`src/rtl/dsp_pkg.sv`:
```
// Purpose : shared constants and helpers for the DSP add/subtract datapath.
// Latency : n/a (package only).
// Backpres: n/a (package only).
//
// Contents:
//   OP_ADD / OP_SUB   - encoding of the single-bit op field
//   SAT_W_MAX         - widest operand the saturation helpers can describe
//   sat_max / sat_min - most positive / most negative two's-complement value
//                       of a given width, right-aligned in a SAT_W_MAX vector
package dsp_pkg;

  localparam logic OP_ADD = 1'b0;
  localparam logic OP_SUB = 1'b1;

  // Callers truncate the helper results to their own width, so any operand
  // width up to this bound is covered.
  localparam int unsigned SAT_W_MAX = 128;

  // 0111...1 in the low 'width' bits.
  function automatic logic [SAT_W_MAX-1:0] sat_max(input int unsigned width);
    logic [SAT_W_MAX-1:0] ones;
    ones = {SAT_W_MAX{1'b1}};
    return ones >> (SAT_W_MAX - width + 1);
  endfunction

  // 1000...0 in the low 'width' bits.
  function automatic logic [SAT_W_MAX-1:0] sat_min(input int unsigned width);
    logic [SAT_W_MAX-1:0] one;
    one = {{(SAT_W_MAX-1){1'b0}}, 1'b1};
    return one << (width - 1);
  endfunction

endpackage

```
`src/rtl/dsp_add_segment.sv`:
```
// Purpose : SEG-bit combinational ripple segment of the pipelined adder.
// Latency : 0 cycles (pure combinational).
// Backpres: none; the enclosing pipeline decides when results are captured.
//
// Ports:
//   a, b   [SEG-1:0]  segment operands (b already inverted for subtract)
//   cin               carry into bit 0 of the segment
//   sum    [SEG-1:0]  segment result
//   cout              carry out of the segment MSB
//   c_msb             carry into the segment MSB (for signed overflow)
module dsp_add_segment
  import dsp_pkg::*;
#(
  parameter int SEG = 8
) (
  input  logic [SEG-1:0] a,
  input  logic [SEG-1:0] b,
  input  logic           cin,
  output logic [SEG-1:0] sum,
  output logic           cout,
  output logic           c_msb
);

  // The low SEG-1 bits are added with one spare bit so that the carry into
  // the MSB falls out directly; the MSB itself is a plain full adder.
  if (SEG == 1) begin : g_single
    assign c_msb = cin;
  end else begin : g_multi
    logic [SEG-1:0] low_sum;
    assign low_sum = {1'b0, a[SEG-2:0]} + {1'b0, b[SEG-2:0]}
                   + {{(SEG-1){1'b0}}, cin};
    assign c_msb          = low_sum[SEG-1];
    assign sum[SEG-2:0]   = low_sum[SEG-2:0];
  end

  assign sum[SEG-1] = a[SEG-1] ^ b[SEG-1] ^ c_msb;
  assign cout       = (a[SEG-1] & b[SEG-1])
                    | (a[SEG-1] & c_msb)
                    | (b[SEG-1] & c_msb);

endmodule

```
`src/rtl/dsp_pipe_adder.sv`:
```
// Purpose : pipelined WIDTH-bit add/subtract, carry chain cut every SEG bits.
// Latency : NSEG = WIDTH/SEG cycles from acceptance to out_valid.
// Backpres: whole pipe freezes while out_valid && !out_ready; in_ready follows.
//
// Build option: define DSP_PIPE_ADDER_SAT_EN to clamp sum to the signed limit
// on overflow (cout and overflow stay raw). Without it sum wraps.
//
// Ports:
//   clk, reset (sync, active low)
//   in_valid / in_ready   operand handshake; op, a, b, cin sampled on accept
//   op                    OP_ADD or OP_SUB from dsp_pkg
//   out_valid / out_ready result handshake
//   sum, cout, overflow   result, raw carry out, signed overflow
//
// WIDTH must be an integer multiple of SEG (and <= SAT_W_MAX when saturating).
module dsp_pipe_adder
  import dsp_pkg::*;
#(
  parameter int WIDTH = 16,
  parameter int SEG   = 8
) (
  input  logic             clk,
  input  logic             reset,
  input  logic             in_valid,
  output logic             in_ready,
  input  logic             op,
  input  logic [WIDTH-1:0] a,
  input  logic [WIDTH-1:0] b,
  input  logic             cin,
  output logic             out_valid,
  input  logic             out_ready,
  output logic [WIDTH-1:0] sum,
  output logic             cout,
  output logic             overflow
);

  localparam int NSEG = WIDTH / SEG;

`ifdef DSP_PIPE_ADDER_SAT_EN
  localparam logic [WIDTH-1:0] SAT_MAX = WIDTH'(sat_max(WIDTH));
  localparam logic [WIDTH-1:0] SAT_MIN = WIDTH'(sat_min(WIDTH));
`endif

  // Level s registers hold the beat that has completed segment s.
  //   x: result segments 0..s in place, operand-A segments above still raw
  //   y: operand-B (already inverted for SUB) shifted down so the segment the
  //      next stage needs sits at bits [SEG-1:0]
  //   c: carry out of segment s
  //   ovf: carry-in-to-MSB ^ carry-out; only the last level's copy is meaningful
  logic [NSEG-1:0]  vld_q, vld_d;
  logic [NSEG-1:0]  c_q,   c_d;
  logic             ovf_q [NSEG];
  logic             ovf_d [NSEG];
  logic [WIDTH-1:0] x_q   [NSEG];
  logic [WIDTH-1:0] x_d   [NSEG];
  logic [WIDTH-1:0] y_q   [NSEG];
  logic [WIDTH-1:0] y_d   [NSEG];

  // Stage inputs: stage 0 reads the ports, stage s reads level s-1.
  logic [WIDTH-1:0] x_in  [NSEG];
  logic [WIDTH-1:0] y_in  [NSEG];
  logic             c_in  [NSEG];
  logic             v_in  [NSEG];

  logic [SEG-1:0]   seg_sum [NSEG];
  logic             seg_co  [NSEG];
  logic             seg_cm  [NSEG];

  logic             en;

  // Every stage advances together; a stalled output freezes the whole pipe,
  // so bubbles are preserved rather than squeezed out.
  assign en        = !vld_q[NSEG-1] || out_ready;
  assign in_ready  = en || !reset;

  assign out_valid = vld_q[NSEG-1];
  assign sum       = x_q[NSEG-1];
  assign cout      = c_q[NSEG-1];
  assign overflow  = ovf_q[NSEG-1];

  always_comb begin : stage_inputs
    x_in[0] = a;
    y_in[0] = (op == OP_SUB) ? ~b : b;
    c_in[0] = cin;
    v_in[0] = in_valid;
    for (int s = 1; s < NSEG; s++) begin
      x_in[s] = x_q[s-1];
      y_in[s] = y_q[s-1];
      c_in[s] = c_q[s-1];
      v_in[s] = vld_q[s-1];
    end
  end

  for (genvar s = 0; s < NSEG; s++) begin : g_seg
    dsp_add_segment #(
      .SEG (SEG)
    ) u_add (
      .a     (x_in[s][s*SEG +: SEG]),
      .b     (y_in[s][SEG-1:0]),
      .cin   (c_in[s]),
      .sum   (seg_sum[s]),
      .cout  (seg_co[s]),
      .c_msb (seg_cm[s])
    );
  end

  always_comb begin : stage_next
    for (int s = 0; s < NSEG; s++) begin
      vld_d[s] = vld_q[s];
      c_d[s]   = c_q[s];
      ovf_d[s] = ovf_q[s];
      x_d[s]   = x_q[s];
      y_d[s]   = y_q[s];
      if (en) begin
        vld_d[s] = v_in[s];
        // Data only moves with a valid beat; bubbles leave the data
        // registers untouched, which also keeps the outputs at zero after
        // reset until the first real result arrives.
        if (v_in[s]) begin
          x_d[s]                = x_in[s];
          x_d[s][s*SEG +: SEG]  = seg_sum[s];
          y_d[s]                = y_in[s] >> SEG;
          c_d[s]                = seg_co[s];
          ovf_d[s]              = seg_co[s] ^ seg_cm[s];
        end
      end
    end
`ifdef DSP_PIPE_ADDER_SAT_EN
    // A raw MSB of 1 on overflow means two positives wrapped negative.
    if (en && v_in[NSEG-1] && ovf_d[NSEG-1]) begin
      x_d[NSEG-1] = x_d[NSEG-1][WIDTH-1] ? SAT_MAX : SAT_MIN;
    end
`endif
  end

  always_ff @(posedge clk) begin
    if (!reset) begin
      vld_q <= '0;
      c_q   <= '0;
      for (int s = 0; s < NSEG; s++) begin
        ovf_q[s] <= 1'b0;
        x_q[s]   <= '0;
        y_q[s]   <= '0;
      end
    end else begin
      vld_q <= vld_d;
      c_q   <= c_d;
      for (int s = 0; s < NSEG; s++) begin
        ovf_q[s] <= ovf_d[s];
        x_q[s]   <= x_d[s];
        y_q[s]   <= y_d[s];
      end
    end
  end

endmodule

```
`config.mk`:
```
export PLATFORM = sky130hd
export DESIGN_NAME = dsp_pipe_adder
export DESIGN_NICKNAME = d
export VERILOG_FILES = /design/src/rtl/dsp_pkg.sv /design/src/rtl/dsp_add_segment.sv /design/src/rtl/dsp_pipe_adder.sv
export SDC_FILE = /design/constraint.sdc
export NUM_CORES = 1
export LEC_CHECK = 0
export BUFFER_PORTS_ARGS = -buffer_cell sky130_fd_sc_hd__buf_2
export CAP_MARGIN = 10
export CORE_ASPECT_RATIO = 1.5
export CORE_MARGIN = 3
export CORE_UTILIZATION = 28
export CTS_CLUSTER_DIAMETER = 150
export DETAILED_ROUTE_END_ITERATION = 16
export PLACE_DENSITY = 0.47
export SYNTH_ARGS = -nofsm -noshare
export SYNTH_HDL_FRONTEND = slang
export SYNTH_SLANG_ARGS = --single-unit
```
`constraint.sdc`:
```
create_clock -name clk -period 5.44 [get_ports clk]
set_clock_uncertainty 0.05 [all_clocks]
set_input_delay 0.272 -clock clk [delete_from_list [all_inputs] [get_ports clk]]
set_output_delay 0.272 -clock clk [all_outputs]
set_load 0.01 [all_outputs]
```
==> results.txt <==
----------------------------------------------------
[Run status]
  Outcome ... finished clean

[Global routing]
  Global-route wire length before repair ... just over 8000 µm
  Number of global-route vias before repair ... approximately 1700
  Grt total ovfl ... 0
  Antenna violations before repair ... 0
  Largest net degree at the start of global routing ... 19
  Global router's overall resource usage ... roughly 12%

[Logic synthesis]
  Gate count after technology mapping ... 221
  Top-count cell post-synth ... dfxtp_1
  Top cells by area, synth ... dfxtp_1 (32%), edfxtp_1 (12%), a22o_1 (7.3%), xor2_1 (6.9%), ha_1 (6.6%)
  Top cell type's share of synthesized area ... around a third
  Cell taking the most area after synthesis ... dfxtp_1
  Proportion of synthesized chip area in sequential cells ... between 40% and 50%
  Async set or reset register ratio after synthesis ... 0%
  Number of unique standard cell types used by synthesis ... 37
  Net count of the mapped netlist ... between 200 and 300
  Cell Area, Synth ... about 0.0023 mm²
  EDFF count, synth ... 9
  Most common flop cell mapped by yosys ... dfxtp_1
  Per-instance average area after synthesis ... about 10 µm²
  Number of warnings reported in the yosys synthesis log ... 0
  Seq cells post-synth ... 45
  Synth top cells by count ... dfxtp_1 (36), nand2_1 (20), a22o_1 (19), xor2_1 (18), o21ai_0 (15)

[Critical path]
  Endpoint arrival time on the critical path ... approximately 2.6 ns
  Worst r2r src ... y_q[0][0]$_SDFFCE_PP0P_
  Launching element of the worst setup path ... op
  Largest driver fanout on the critical path ... 16
  Type of destination of the critical path ... register
  WS Path Type ... in -> reg
  Worst path required time ... 5.57 ns
  Launching element type of the critical path ... input port

[Cells and area]
  Final Net Count ... roughly 330
  Final core utilization ... between 30% and 40%
  Synth-to-layout area growth ... 22.3%
  Proportion of layout cells with a drive suffix above 1 ... 24.3%
  Antenna cells ... 0
  Final Instance Count excl. Fillers ... around 380
  Fill cell instance count of the final layout ... between 800 and 900

[Timing]
  Worst max-slew margin expressed relative to the limit ... between 30% and 40%
  Final worst path period need ... between 2 and 2.5 ns
  Worst Slack Setup Final ... 3.02 ns
  Fin crit share ... 44.5%
  Unrepaired setup endpoints after global routing ... false
  Final count of hold timing violations ... 0
  Setup violations, final ... 0
  Max Fclk ... 413 MHz
  Count of final max-slew check failures ... 0
  Final-layout setup total negative slack ... 0 ns
  Tightest Pin Transition ... 0.914 ns

[Power and ir drop]
  Overall power consumption ... 827 µW
  Power per standard cell area ... 298 mW/mm²
  IR drop worst, VDD ... between 0.0001 and 0.00015 V
  Leakage dissipation ... 1.25 nW

[Placed design]
  RD Place Congestion ... 0.761
  I/O Buffers ... 57
  Post-placement setup slack ... around 2.7 ns
  Cell count after placement ... 370
  Placed wire-length estimate after detailed placement ... 3890 µm

[Floorplan]
  Boundary Pins ... 58
  Initial cell density of the core ... 29.2%
  Y dimension of the die ... around 120 µm
  Placement row count ... 39
  Total die area ... about 0.009 mm²
  Chip Width ... approximately 79 µm
  Core region area ... between 0.007 and 0.008 mm²

[Clock tree]
  Cell at the root of the clock tree ... clkbuf_16
  Worst skew pair latency ... 0.28 ns
  Number of H-tree levels ... 2
  Clock tree from TritonCTS ... done
  Cells resized by post-CTS repair ... 0
  Num CTS Buffers ... 5
  Number of buffers inserted for hold repair after clock tree synthesis ... 0
  Clk slew on worst S/H paths ... 0.06 ns
  Buffer levels on the longest clock path ... 2
  Number of clock sinks ... between 40 and 50
  Buffers inserted during post-CTS setup optimization ... 0

[Min path]
  Critical hold path startpoint ... a[15]
  Hold/Removal Path Class ... in -> reg

[Drt]
  Via count of the routed design ... between 1500 and 2000
  First-iteration detailed-routing DRC count ... 75
  Total Routed Length ... about 5100 µm
  Post-route DRC violation count ... 0
  Detailed-routing iteration count for the pre-antenna-repair pass ... 4
  Drt wl/cell ... about 13 µm
  Antenna-violating nets left ... 0
  Vias per cell ... between 4 and 5

[Run]
  Max-cap violations ... 0

----------------------------------------------------
## sequential cells by signal, indices dropped and copies added, names as in the netlist
register  cells
c_q           2
vld_q         2
ovf_q         1
x_q          32
y_q           8
## cell usage in the layout, fill, tap and decap left out, types with 4 or more instances in the layout
cell type  synthesis  layout
buf_2              5      57
dfxtp_1           36      36
nand2_1           20      20
a22o_1            19      19
xor2_1            18      18
o21ai_0           15      15
inv_1             12      12
ha_1              12      12
edfxtp_1           9       9
a21oi_1            8       8
and2_1             8       8
nand2b_1           6       6
fa_1               6       6
nand3_1            5       5
clkbuf_16          0       5
o21a_1             4       4
nor2_1             4       4
## layout make-up
cell class | count | area [µm²] | share of cell area (%)
clock buffer | 5 | 125 | 4.51
clock inverter | 3 | 12.5 | 0.451
inverter | 12 | 45.0 | 1.62
multi-input combinational | 154 | 1190 | 42.8
sequential | 45 | 991 | 35.7
tap | 102 | 128 | 4.60
timing repair buffer | 57 | 285 | 10.3
## logic make-up (layout without fill, tap and decap cells)
| logic type | after synthesis | in the layout | synth area share [%] |
|---|---|---|---|
| xor gates and xnor gates | 20 | 20 | 7.72 |
| buffers and inverters | 22 | 77 | 3.92 |
| DFF | 45 | 45 | 43.7 |
| muxes | 2 | 2 | 0.883 |
| adders and majority gates | 18 | 18 | 11.9 |
| and+or+nand+nor | 52 | 52 | 11.7 |
| AOI/OAI and AO/OA | 62 | 62 | 20.1 |
## routing by layer
layer  global-route usage (%)  share of wire, %  vias up
li1                         -                 -      892
met1                     13.1                43      771
met2                     20.4                50       35
met3                     3.16               4.9        6
met4                     5.16               1.9        0
met5                        0                 0        -
## worst max-delay path, stage by stage
cell	delay, ns
buf_2	0.37
xnor2_1	0.15
fa_1	0.38
nand2b_1	0.17
a21oi_1	0.26
o21ai_0	0.13
a21oi_1	0.18
fa_1	0.43
a22o_1	0.20
## power breakdown
| part | internal, mW | total (mW) | switching, mW | leakage (nW) |
|---|---|---|---|---|
| sequential | 0.369 | 0.383 | 0.0138 | 0.392 |
| clock | 0.166 | 0.288 | 0.122 | 0.0687 |
| combinational | 0.0725 | 0.157 | 0.0840 | 0.789 |
## per-stage QoR
stage	hold WS, ns	cell area [µm²]
2_1_floorplan	0.331	2270
3_3_place_gp	0.382	2640
3_5_place_dp	0.388	2640
4_1_cts	0.127	2780
5_1_grt	0.151	2780
6_report	0.133	2780
## worst paths after layout
kind,cells past startpoint,to,slack (ns)
worst min register to register,2,c_q[1]$_SDFFE_PN0P_,0.40
worst min-delay path,3,x_q[0][15]$_SDFFE_PN0P_,0.13
worst max-delay path,9,x_q[0][7]$_SDFFE_PN0P_,3.02
worst max register to register,7,x_q[0][30]$_SDFFE_PN0P_,3.11
Note: power is estimated with default switching activity, not from simulation.
